==> config.mk <==
export PLATFORM = sky130hd
export DESIGN_NAME = tpm_cmd_parser
export DESIGN_NICKNAME = d
export VERILOG_FILES = /design/src/rtl/tpm_cmd_parser.sv
export SDC_FILE = /design/constraint.sdc
export NUM_CORES = 1
export LEC_CHECK = 0
export CAP_MARGIN = 20
export CORE_ASPECT_RATIO = 0.7
export CORE_MARGIN = 1
export CORE_UTILIZATION = 60
export DETAILED_ROUTE_END_ITERATION = 8
export PLACE_DENSITY = 0.94
export SYNTH_ARGS = -nofsm -noshare
export SYNTH_HDL_FRONTEND = slang
export SYNTH_SLANG_ARGS = --single-unit
==> constraint.sdc <==
create_clock -name clock -period 7.9 [get_ports clock]
set_input_delay 0.79 -clock clock [delete_from_list [all_inputs] [get_ports clock]]
set_output_delay 0.79 -clock clock [all_outputs]
set_load 0.01 [all_outputs]
==> src/rtl/tpm_cmd_parser.sv <==
// tpm_cmd_parser
//   Byte-stream front end for the TPM management block. Accepts raw TPM2
//   command frames one byte per rx handshake, validates the 10-byte big-endian
//   header (tag, commandSize, commandCode), maps the command code to a small
//   command index and extracts the TPM_SU parameter of Startup/Shutdown.
//   Exactly one result (decoded command or header error code) is presented
//   per frame on the cmd valid/ready interface.
//
//   Optional inter-byte timeout: define TPM_CMD_PARSER_TIMEOUT_EN.
//
// Ports
//   clock      in   system clock
//   reset      in   asynchronous reset, active-low
//   rx_data    in   [7:0] command byte
//   rx_valid   in   rx_data valid
//   rx_last    in   final byte of the frame
//   rx_ready   out  parser accepts a byte this cycle
//   cmd_valid  out  result available
//   cmd_ready  in   consumer takes the result
//   cmd_code   out  [29:0] command index (0 Startup .. 5 GetCapability, 6 other)
//   cmd_param  out  TPM_SU value (0 CLEAR, 1 STATE)
//   cmd_error  out  result is an error code, not a command
//   cmd_rc     out  [3:0] 1111 success, 0010 VALUE, 0011 BAD_TAG, 0100 COMMAND_SIZE
//
// States
//   IDLE  | one cycle after reset, then HDR
//   HDR   | accepting the 10 header bytes
//   PARAM | counting/inspecting parameter bytes up to commandSize
//   DRAIN | discarding bytes of a bad frame until rx_last
//   EMIT  | presenting a decoded command
//   ERR   | presenting an error code

module tpm_cmd_parser #(
    parameter int MAX_CMD_BYTES  = 4096,
    parameter int CNT_W          = 16,
    parameter int TIMEOUT_CYCLES = 1024
) (
    input  logic        clock,
    input  logic        reset,
    input  logic [7:0]  rx_data,
    input  logic        rx_valid,
    input  logic        rx_last,
    output logic        rx_ready,
    output logic        cmd_valid,
    input  logic        cmd_ready,
    output logic [29:0] cmd_code,
    output logic        cmd_param,
    output logic        cmd_error,
    output logic [3:0]  cmd_rc
);

    localparam logic [3:0]  RC_OK       = 4'b1111;
    localparam logic [3:0]  RC_VALUE    = 4'b0010;
    localparam logic [3:0]  RC_BAD_TAG  = 4'b0011;
    localparam logic [3:0]  RC_SIZE     = 4'b0100;
    localparam logic [31:0] MAX_SIZE    = 32'(MAX_CMD_BYTES);
    localparam logic [2:0]  IDX_SHUTDOWN = 3'd1;

    typedef enum logic [2:0] {
        S_IDLE,
        S_HDR,
        S_PARAM,
        S_DRAIN,
        S_EMIT,
        S_ERR
    } state_t;

    state_t             state_q, state_d;
    logic [CNT_W-1:0]   cnt_q, cnt_d;
    logic [7:0]         tag_hi_q, tag_hi_d;
    logic [31:0]        size_q, size_d;
    logic [23:0]        code_q, code_d;
    logic [2:0]         idx_q, idx_d;
    logic [7:0]         su_hi_q, su_hi_d;
    logic               param_pend_q, param_pend_d;
    logic               pend_q, pend_d;
    logic [3:0]         pend_rc_q, pend_rc_d;

    logic               rx_ready_q, rx_ready_d;
    logic               cmd_valid_q, cmd_valid_d;
    logic [29:0]        cmd_code_q, cmd_code_d;
    logic               cmd_param_q, cmd_param_d;
    logic               cmd_error_q, cmd_error_d;
    logic [3:0]         cmd_rc_q, cmd_rc_d;

    logic               xfer;
    logic [CNT_W-1:0]   cnt_inc;
    logic               at_size;
    logic [3:0]         hdr_idx;
    logic [15:0]        tag_word;
    logic [31:0]        size_shift;
    logic [15:0]        su_word;
    logic               set_err;
    logic [3:0]         set_rc;
    logic               eff_pend;
    logic [3:0]         eff_rc;

`ifdef TPM_CMD_PARSER_TIMEOUT_EN
    localparam int             TMO_W    = $clog2(TIMEOUT_CYCLES + 1);
    localparam logic [TMO_W-1:0] TMO_LAST = TMO_W'(TIMEOUT_CYCLES - 1);
    logic [TMO_W-1:0]   tmo_q, tmo_d;
`else
    logic unused_tmo;
    assign unused_tmo = (TIMEOUT_CYCLES > 0);
`endif

    function automatic logic [2:0] map_code(input logic [31:0] c);
        case (c)
            32'h0000_0144: map_code = 3'd0;
            32'h0000_0145: map_code = 3'd1;
            32'h0000_0143: map_code = 3'd2;
            32'h0000_0142: map_code = 3'd3;
            32'h0000_017C: map_code = 3'd4;
            32'h0000_017A: map_code = 3'd5;
            default:       map_code = 3'd6;
        endcase
    endfunction

    assign xfer       = rx_valid & rx_ready_q;
    // counter saturates instead of wrapping on endless DRAIN streams
    assign cnt_inc    = (&cnt_q) ? cnt_q : cnt_q + 1'b1;
    assign at_size    = (32'(cnt_inc) == size_q);
    assign hdr_idx    = cnt_q[3:0];
    assign tag_word   = {tag_hi_q, rx_data};
    assign size_shift = {size_q[23:0], rx_data};
    assign su_word    = {su_hi_q, rx_data};

    always_comb begin
        state_d      = state_q;
        cnt_d        = cnt_q;
        tag_hi_d     = tag_hi_q;
        size_d       = size_q;
        code_d       = code_q;
        idx_d        = idx_q;
        su_hi_d      = su_hi_q;
        param_pend_d = param_pend_q;
        pend_d       = pend_q;
        pend_rc_d    = pend_rc_q;
        cmd_code_d   = cmd_code_q;
        cmd_param_d  = cmd_param_q;
        cmd_error_d  = cmd_error_q;
        cmd_rc_d     = cmd_rc_q;
        set_err      = 1'b0;
        set_rc       = RC_OK;
        eff_pend     = pend_q;
        eff_rc       = pend_rc_q;

        case (state_q)
            S_IDLE: state_d = S_HDR;

            S_HDR: begin
                if (xfer) begin
                    cnt_d = cnt_inc;
                    case (hdr_idx)
                        4'd0: tag_hi_d = rx_data;
                        4'd1: begin
                            if (tag_word != 16'h8001 && tag_word != 16'h8002) begin
                                set_err = 1'b1;
                                set_rc  = RC_BAD_TAG;
                            end
                        end
                        4'd2, 4'd3, 4'd4: size_d = size_shift;
                        4'd5: begin
                            size_d = size_shift;
                            if (size_shift < 32'd10 || size_shift > MAX_SIZE) begin
                                set_err = 1'b1;
                                set_rc  = RC_SIZE;
                            end
                        end
                        4'd6, 4'd7, 4'd8: code_d = {code_q[15:0], rx_data};
                        4'd9: begin
                            idx_d = map_code({code_q, rx_data});
                            // Startup/Shutdown carry exactly one TPM_SU word
                            if (idx_d <= IDX_SHUTDOWN && size_q != 32'd12) begin
                                set_err = 1'b1;
                                set_rc  = RC_SIZE;
                            end
                        end
                        default: ;
                    endcase

                    // an earlier error in the frame always wins
                    eff_pend  = pend_q | set_err;
                    eff_rc    = pend_q ? pend_rc_q : set_rc;
                    pend_d    = eff_pend;
                    pend_rc_d = eff_rc;

                    if (hdr_idx == 4'd9) begin
                        if (eff_pend) begin
                            state_d = rx_last ? S_ERR : S_DRAIN;
                        end else if (size_q == 32'd10) begin
                            if (rx_last) begin
                                state_d = S_EMIT;
                            end else begin
                                state_d   = S_DRAIN;
                                pend_d    = 1'b1;
                                pend_rc_d = RC_SIZE;
                            end
                        end else if (rx_last) begin
                            state_d   = S_ERR;
                            pend_d    = 1'b1;
                            pend_rc_d = RC_SIZE;
                        end else begin
                            state_d = S_PARAM;
                        end
                    end else if (rx_last) begin
                        state_d = S_ERR;
                        if (!eff_pend) begin
                            pend_d    = 1'b1;
                            pend_rc_d = RC_SIZE;
                        end
                    end
                end
            end

            S_PARAM: begin
                if (xfer) begin
                    cnt_d = cnt_inc;
                    if (idx_q <= IDX_SHUTDOWN) begin
                        if (cnt_q == CNT_W'(10)) begin
                            su_hi_d = rx_data;
                        end else if (cnt_q == CNT_W'(11)) begin
                            if (su_word == 16'h0000) begin
                                param_pend_d = 1'b0;
                            end else if (su_word == 16'h0001) begin
                                param_pend_d = 1'b1;
                            end else begin
                                set_err = 1'b1;
                                set_rc  = RC_VALUE;
                            end
                        end
                    end

                    eff_pend  = pend_q | set_err;
                    eff_rc    = pend_q ? pend_rc_q : set_rc;
                    pend_d    = eff_pend;
                    pend_rc_d = eff_rc;

                    if (rx_last) begin
                        if (at_size) begin
                            state_d = eff_pend ? S_ERR : S_EMIT;
                        end else begin
                            state_d = S_ERR;
                            if (!eff_pend) begin
                                pend_d    = 1'b1;
                                pend_rc_d = RC_SIZE;
                            end
                        end
                    end else if (at_size) begin
                        // frame is longer than it declared
                        state_d = S_DRAIN;
                        if (!eff_pend) begin
                            pend_d    = 1'b1;
                            pend_rc_d = RC_SIZE;
                        end
                    end
                end
            end

            S_DRAIN: begin
                if (xfer) begin
                    cnt_d = cnt_inc;
                    if (rx_last) begin
                        state_d = S_ERR;
                    end
                end
            end

            S_EMIT, S_ERR: begin
                if (cmd_ready) begin
                    state_d      = S_HDR;
                    cnt_d        = '0;
                    tag_hi_d     = '0;
                    size_d       = '0;
                    code_d       = '0;
                    idx_d        = '0;
                    su_hi_d      = '0;
                    param_pend_d = 1'b0;
                    pend_d       = 1'b0;
                    pend_rc_d    = RC_OK;
                end
            end

            default: state_d = S_IDLE;
        endcase

`ifdef TPM_CMD_PARSER_TIMEOUT_EN
        tmo_d = tmo_q;
        if (state_q == S_HDR || state_q == S_PARAM || state_q == S_DRAIN) begin
            if (xfer) begin
                tmo_d = '0;
            end else if (cnt_q != '0) begin
                if (tmo_q == TMO_LAST) begin
                    state_d   = S_ERR;
                    pend_d    = 1'b1;
                    pend_rc_d = RC_SIZE;
                    tmo_d     = '0;
                end else begin
                    tmo_d = tmo_q + 1'b1;
                end
            end
        end else begin
            tmo_d = '0;
        end
`endif

        rx_ready_d  = (state_d == S_HDR) || (state_d == S_PARAM) || (state_d == S_DRAIN);
        cmd_valid_d = (state_d == S_EMIT) || (state_d == S_ERR);

        // result fields load only on entry so they stay stable while held
        if (state_d == S_EMIT && state_q != S_EMIT) begin
            cmd_code_d  = {27'd0, idx_d};
            cmd_param_d = param_pend_d;
            cmd_error_d = 1'b0;
            cmd_rc_d    = RC_OK;
        end else if (state_d == S_ERR && state_q != S_ERR) begin
            cmd_error_d = 1'b1;
            cmd_rc_d    = pend_rc_d;
        end
    end

    always_ff @(posedge clock or negedge reset) begin
        if (!reset) begin
            state_q      <= S_IDLE;
            cnt_q        <= '0;
            tag_hi_q     <= '0;
            size_q       <= '0;
            code_q       <= '0;
            idx_q        <= '0;
            su_hi_q      <= '0;
            param_pend_q <= 1'b0;
            pend_q       <= 1'b0;
            pend_rc_q    <= RC_OK;
            rx_ready_q   <= 1'b0;
            cmd_valid_q  <= 1'b0;
            cmd_code_q   <= '0;
            cmd_param_q  <= 1'b0;
            cmd_error_q  <= 1'b0;
            cmd_rc_q     <= RC_OK;
        end else begin
            state_q      <= state_d;
            cnt_q        <= cnt_d;
            tag_hi_q     <= tag_hi_d;
            size_q       <= size_d;
            code_q       <= code_d;
            idx_q        <= idx_d;
            su_hi_q      <= su_hi_d;
            param_pend_q <= param_pend_d;
            pend_q       <= pend_d;
            pend_rc_q    <= pend_rc_d;
            rx_ready_q   <= rx_ready_d;
            cmd_valid_q  <= cmd_valid_d;
            cmd_code_q   <= cmd_code_d;
            cmd_param_q  <= cmd_param_d;
            cmd_error_q  <= cmd_error_d;
            cmd_rc_q     <= cmd_rc_d;
        end
    end

`ifdef TPM_CMD_PARSER_TIMEOUT_EN
    always_ff @(posedge clock or negedge reset) begin
        if (!reset) begin
            tmo_q <= '0;
        end else begin
            tmo_q <= tmo_d;
        end
    end
`endif

    assign rx_ready  = rx_ready_q;
    assign cmd_valid = cmd_valid_q;
    assign cmd_code  = cmd_code_q;
    assign cmd_param = cmd_param_q;
    assign cmd_error = cmd_error_q;
    assign cmd_rc    = cmd_rc_q;

endmodule

==> summary.txt <==
Setup path
  • Worst Setup Start Kind: register
  • Worst r2r src: cnt_q[0]$_DFFE_PN0P_
  • RR Endpoint: cmd_code[0]$_DFFE_PN0P_
  • Worst Setup EP: cmd_code[0]$_DFFE_PN0P_
  • Register-to-register setup slack: 3.74 ns
  • CP Class: register to register
  • Req. time, crit path: 8.14 ns
  • CP Launch Point: cnt_q[0]$_DFFE_PN0P_
  • Worst Reg-to-Reg Cells: 10
  • Critical Path End Type: register
  • CP Data Arrival Time: 4.39 ns
  • CP Max Fanout: 11

Power
  • VDD IR max: 0.175 mV
  • Share of power burned in the clock network: 0.196
  • Combinational power share: 0.351
  • Final Power: 2.26 mW
  • Pwr Density: 323 mW/mm²
  • LEAKAGE: 2.87 nW
  • Switching pwr: 944 µW
  • Sequential fraction of design power: 0.453
  • Net Sw Frac: 0.418
  • Internal power: 1.32 mW

Clock tree
  • Post-CTS sizing: 0
  • CTS Hold Bufs: 0
  • Num CTS Buffers: 9
  • Max H-tree Level: 3
  • CTS tree: built
  • Root buffer cell: clkbuf_16
  • Worst-skew pair later-pin latency: 0.36 ns
  • Worst-path clk slew: 0.07 ns
  • Post-CTS setup buffers: 0
  • Num Clock Sinks: 111
  • Max clock buf depth: 2

Placed design
  • Final HPWL DP: 12200 µm
  • Final RePlAce weighted congestion: 1.04
  • # port buffers: 23
  • Placed Area: 0.00672 mm²

Flow run
  • Max Cap Viol: 0

Route
  • Vias: 5951
  • Via/cell ratio: 6.63
  • DRT Pass-1 Iters: 6
  • DRC errors left: 0
  • Final WL: 17400 µm
  • Routed Antenna Nets: 0
  • DR WL/cell: 19.3 µm
  • First DRT Iteration DRCs: 712

Synthesis
  • Synth cell types: 74
  • Mapped Area: 0.00656 mm²
  • Mean Syn Cell Area: 8.48 µm²
  • Synth area leader: dfrtp_1
  • Top-area cell type share of the netlist area: 0.393
  • Post-synth ARST share: 1.00
  • Number of synthesized register bits: 111
  • Predominant post-synthesis flop cell: dfrtp_1
  • Synth Warn #: 0
  • Area contributors post-synth: dfrtp_1, nand2_1, o21ai_0, buf_4, dfstp_2
  • Synth cell count leaders: nand2_1, dfrtp_1, o21ai_0
  • Post-synth EDFFs: 0
  • Sequential share of the synthesized area: 0.425
  • Most common cell in the netlist: nand2_1
  • Gate Count Post-Synth: 774

STA
  • RSZ-0062 raised after global routing: no
  • Setup Viol. Count Final: 0
  • Skew final: 0.00956 ns
  • Fin crit share: 0.526
  • Slew headroom: 0.285
  • Peak Freq: 241 MHz
  • Endpoints failing hold: 0
  • Worst-Margin Slew: 1.06 ns
  • Final min period: 4.16 ns
  • Fin Setup TNS: 0 ns
  • Final Slew Violations: 0

Layout
  • Design area: 0.00700 mm²
  • Area Overhead vs Synth: 6.65%
  • # fillers: 805
  • Ant diodes: 0
  • Fin nets: 779
  • Final core utilization: 0.668
  • Share of layout cells above drive strength 1: 0.0653

Min path
  • Worst Hold Class: primary input to async pin

GRT
  • Initial antenna violation count: 0
  • Number of global-route vias before repair: 5575
  • Global Route Usage Sum: 0.330
  • Grt ovf: 0
  • Largest net degree at the start of global routing: 77
  • First-pass GRT wire length: 28700 µm

Status
  • Status: finished clean

Floorplan
  • Chip width: 127 µm
  • Die area: 0.0114 mm²
  • Core area: 0.0105 mm²
  • Die Y: 89.5 µm
  • Top Ports: 51
  • FP Rows: 31
  • Initial Utilization: 0.627
cells in the final DEF (no fill, tap or decap), types with 6 or more instances in the layout:
cell / instances
nand2_1: 141
dfrtp_1: 103
o21ai_0: 90
nor2_1: 35
a21oi_1: 34
nand3_1: 32
conb_1: 27
inv_1: 25
nor4_1: 23
clkdlybuf4s50_1: 22
nor3_1: 17
nand4_1: 15
clkbuf_16: 9
xor2_1: 8
a31oi_1: 8
mux2i_1: 8
a311oi_1: 8
dfstp_2: 8
or3_1: 7
xnor2_1: 7
o2111ai_1: 7
nand2b_1: 7
and2_1: 6
nor3b_1: 6
a41oi_1: 6
buf_4: 6
worst min path at each step:
| stage | to | slack (ns) | start |
|---|---|---|---|
| finish | size_q[28]$_DFFE_PN0P_ | 0.39 | reset |
| CTS | size_q[21]$_DFFE_PN0P_ | 0.40 | reset |
| global route | size_q[30]$_DFFE_PN0P_ | 0.44 | reset |
| floorplan | tag_hi_q[7]$_DFFE_PN0P_ | 0.44 | tag_hi_q[7]$_DFFE_PN0P_ |
| detailed placement | code_q[22]$_DFFE_PN0P_ | 0.47 | code_q[22]$_DFFE_PN0P_ |
| global placement | tag_hi_q[7]$_DFFE_PN0P_ | 0.45 | tag_hi_q[7]$_DFFE_PN0P_ |
critical path, stage by stage (launching register included):
cell	delay [ns]
dfrtp_1	0.56
ha_1	0.51
and3_1	0.47
nand4_1	0.39
nand3b_1	0.22
o311a_1	0.21
o2111ai_1	0.22
nor4_4	0.51
mux2i_1	0.46
o21ai_4	0.13
mux2_1	0.35
power groups by stage:
stage	clock, mW	sequential [mW]	combinational (mW)
floorplan	0	0.916	0.609
global placement	0	1.00	0.720
detailed placement	0	1.02	0.776
CTS	0.446	1.01	0.783
global route	0.473	1.05	0.890
finish	0.443	1.02	0.794
metal layers:
layer | up-vias | routed length [µm] | share of wire | track usage
met2 | 381 | 7760 | 0.45 | 0.517
met4 | 0 | 478 | 0.028 | 0.139
li1 | 2708 | - | - | -
met1 | 2800 | 7230 | 0.42 | 0.445
met5 | - | 0 | 0 | 0
met3 | 62 | 1900 | 0.11 | 0.0796
cell type report:
class / count / area (µm²) / area share
tap: 132 / 165 / 0.0236
clock buffer: 9 / 225 / 0.0322
clock inverter: 6 / 52.6 / 0.00751
multi-input combinational: 586 / 3380 / 0.483
inverter: 25 / 93.8 / 0.0134
timing repair buffer: 29 / 293 / 0.0418
sequential: 111 / 2790 / 0.398
kinds of logic (layout without fill, tap and decap cells):
logic type,Yosys count,in the layout,synth area share
mux,12,12,0.0191
fa+ha+maj,4,4,0.00763
flops,111,111,0.425
simple gates,323,323,0.248
other cells,1,27,0.000571
xor+xnor,17,17,0.0269
compound gates,203,203,0.195
buf+inv,103,69,0.0774
state kept, by name, summed over array words and instances (netlist names):
signal and flops:
cmd_error 1, cmd_rc 4, state_q 3, cnt_q 16, cmd_param 1, cmd_valid 1
idx_q 3, param_pend_q 1, size_q 32, code_q 24, pend_q 1, tag_hi_q 8
cmd_code 3, su_hi_q 8, rx_ready 1, pend_rc_q 4
stage by stage:
step                      setup slack [ns]  instances  hold slack, ns
after floorplan                       4.70        800           0.442
after global placement                3.99        882           0.454
after detailed placement              3.79        883           0.474
after CTS                             3.88        898           0.404
after global routing                  3.52        898           0.438
final                                 3.74        898           0.389
No activity file was read; power rests on OpenSTA's default activity.
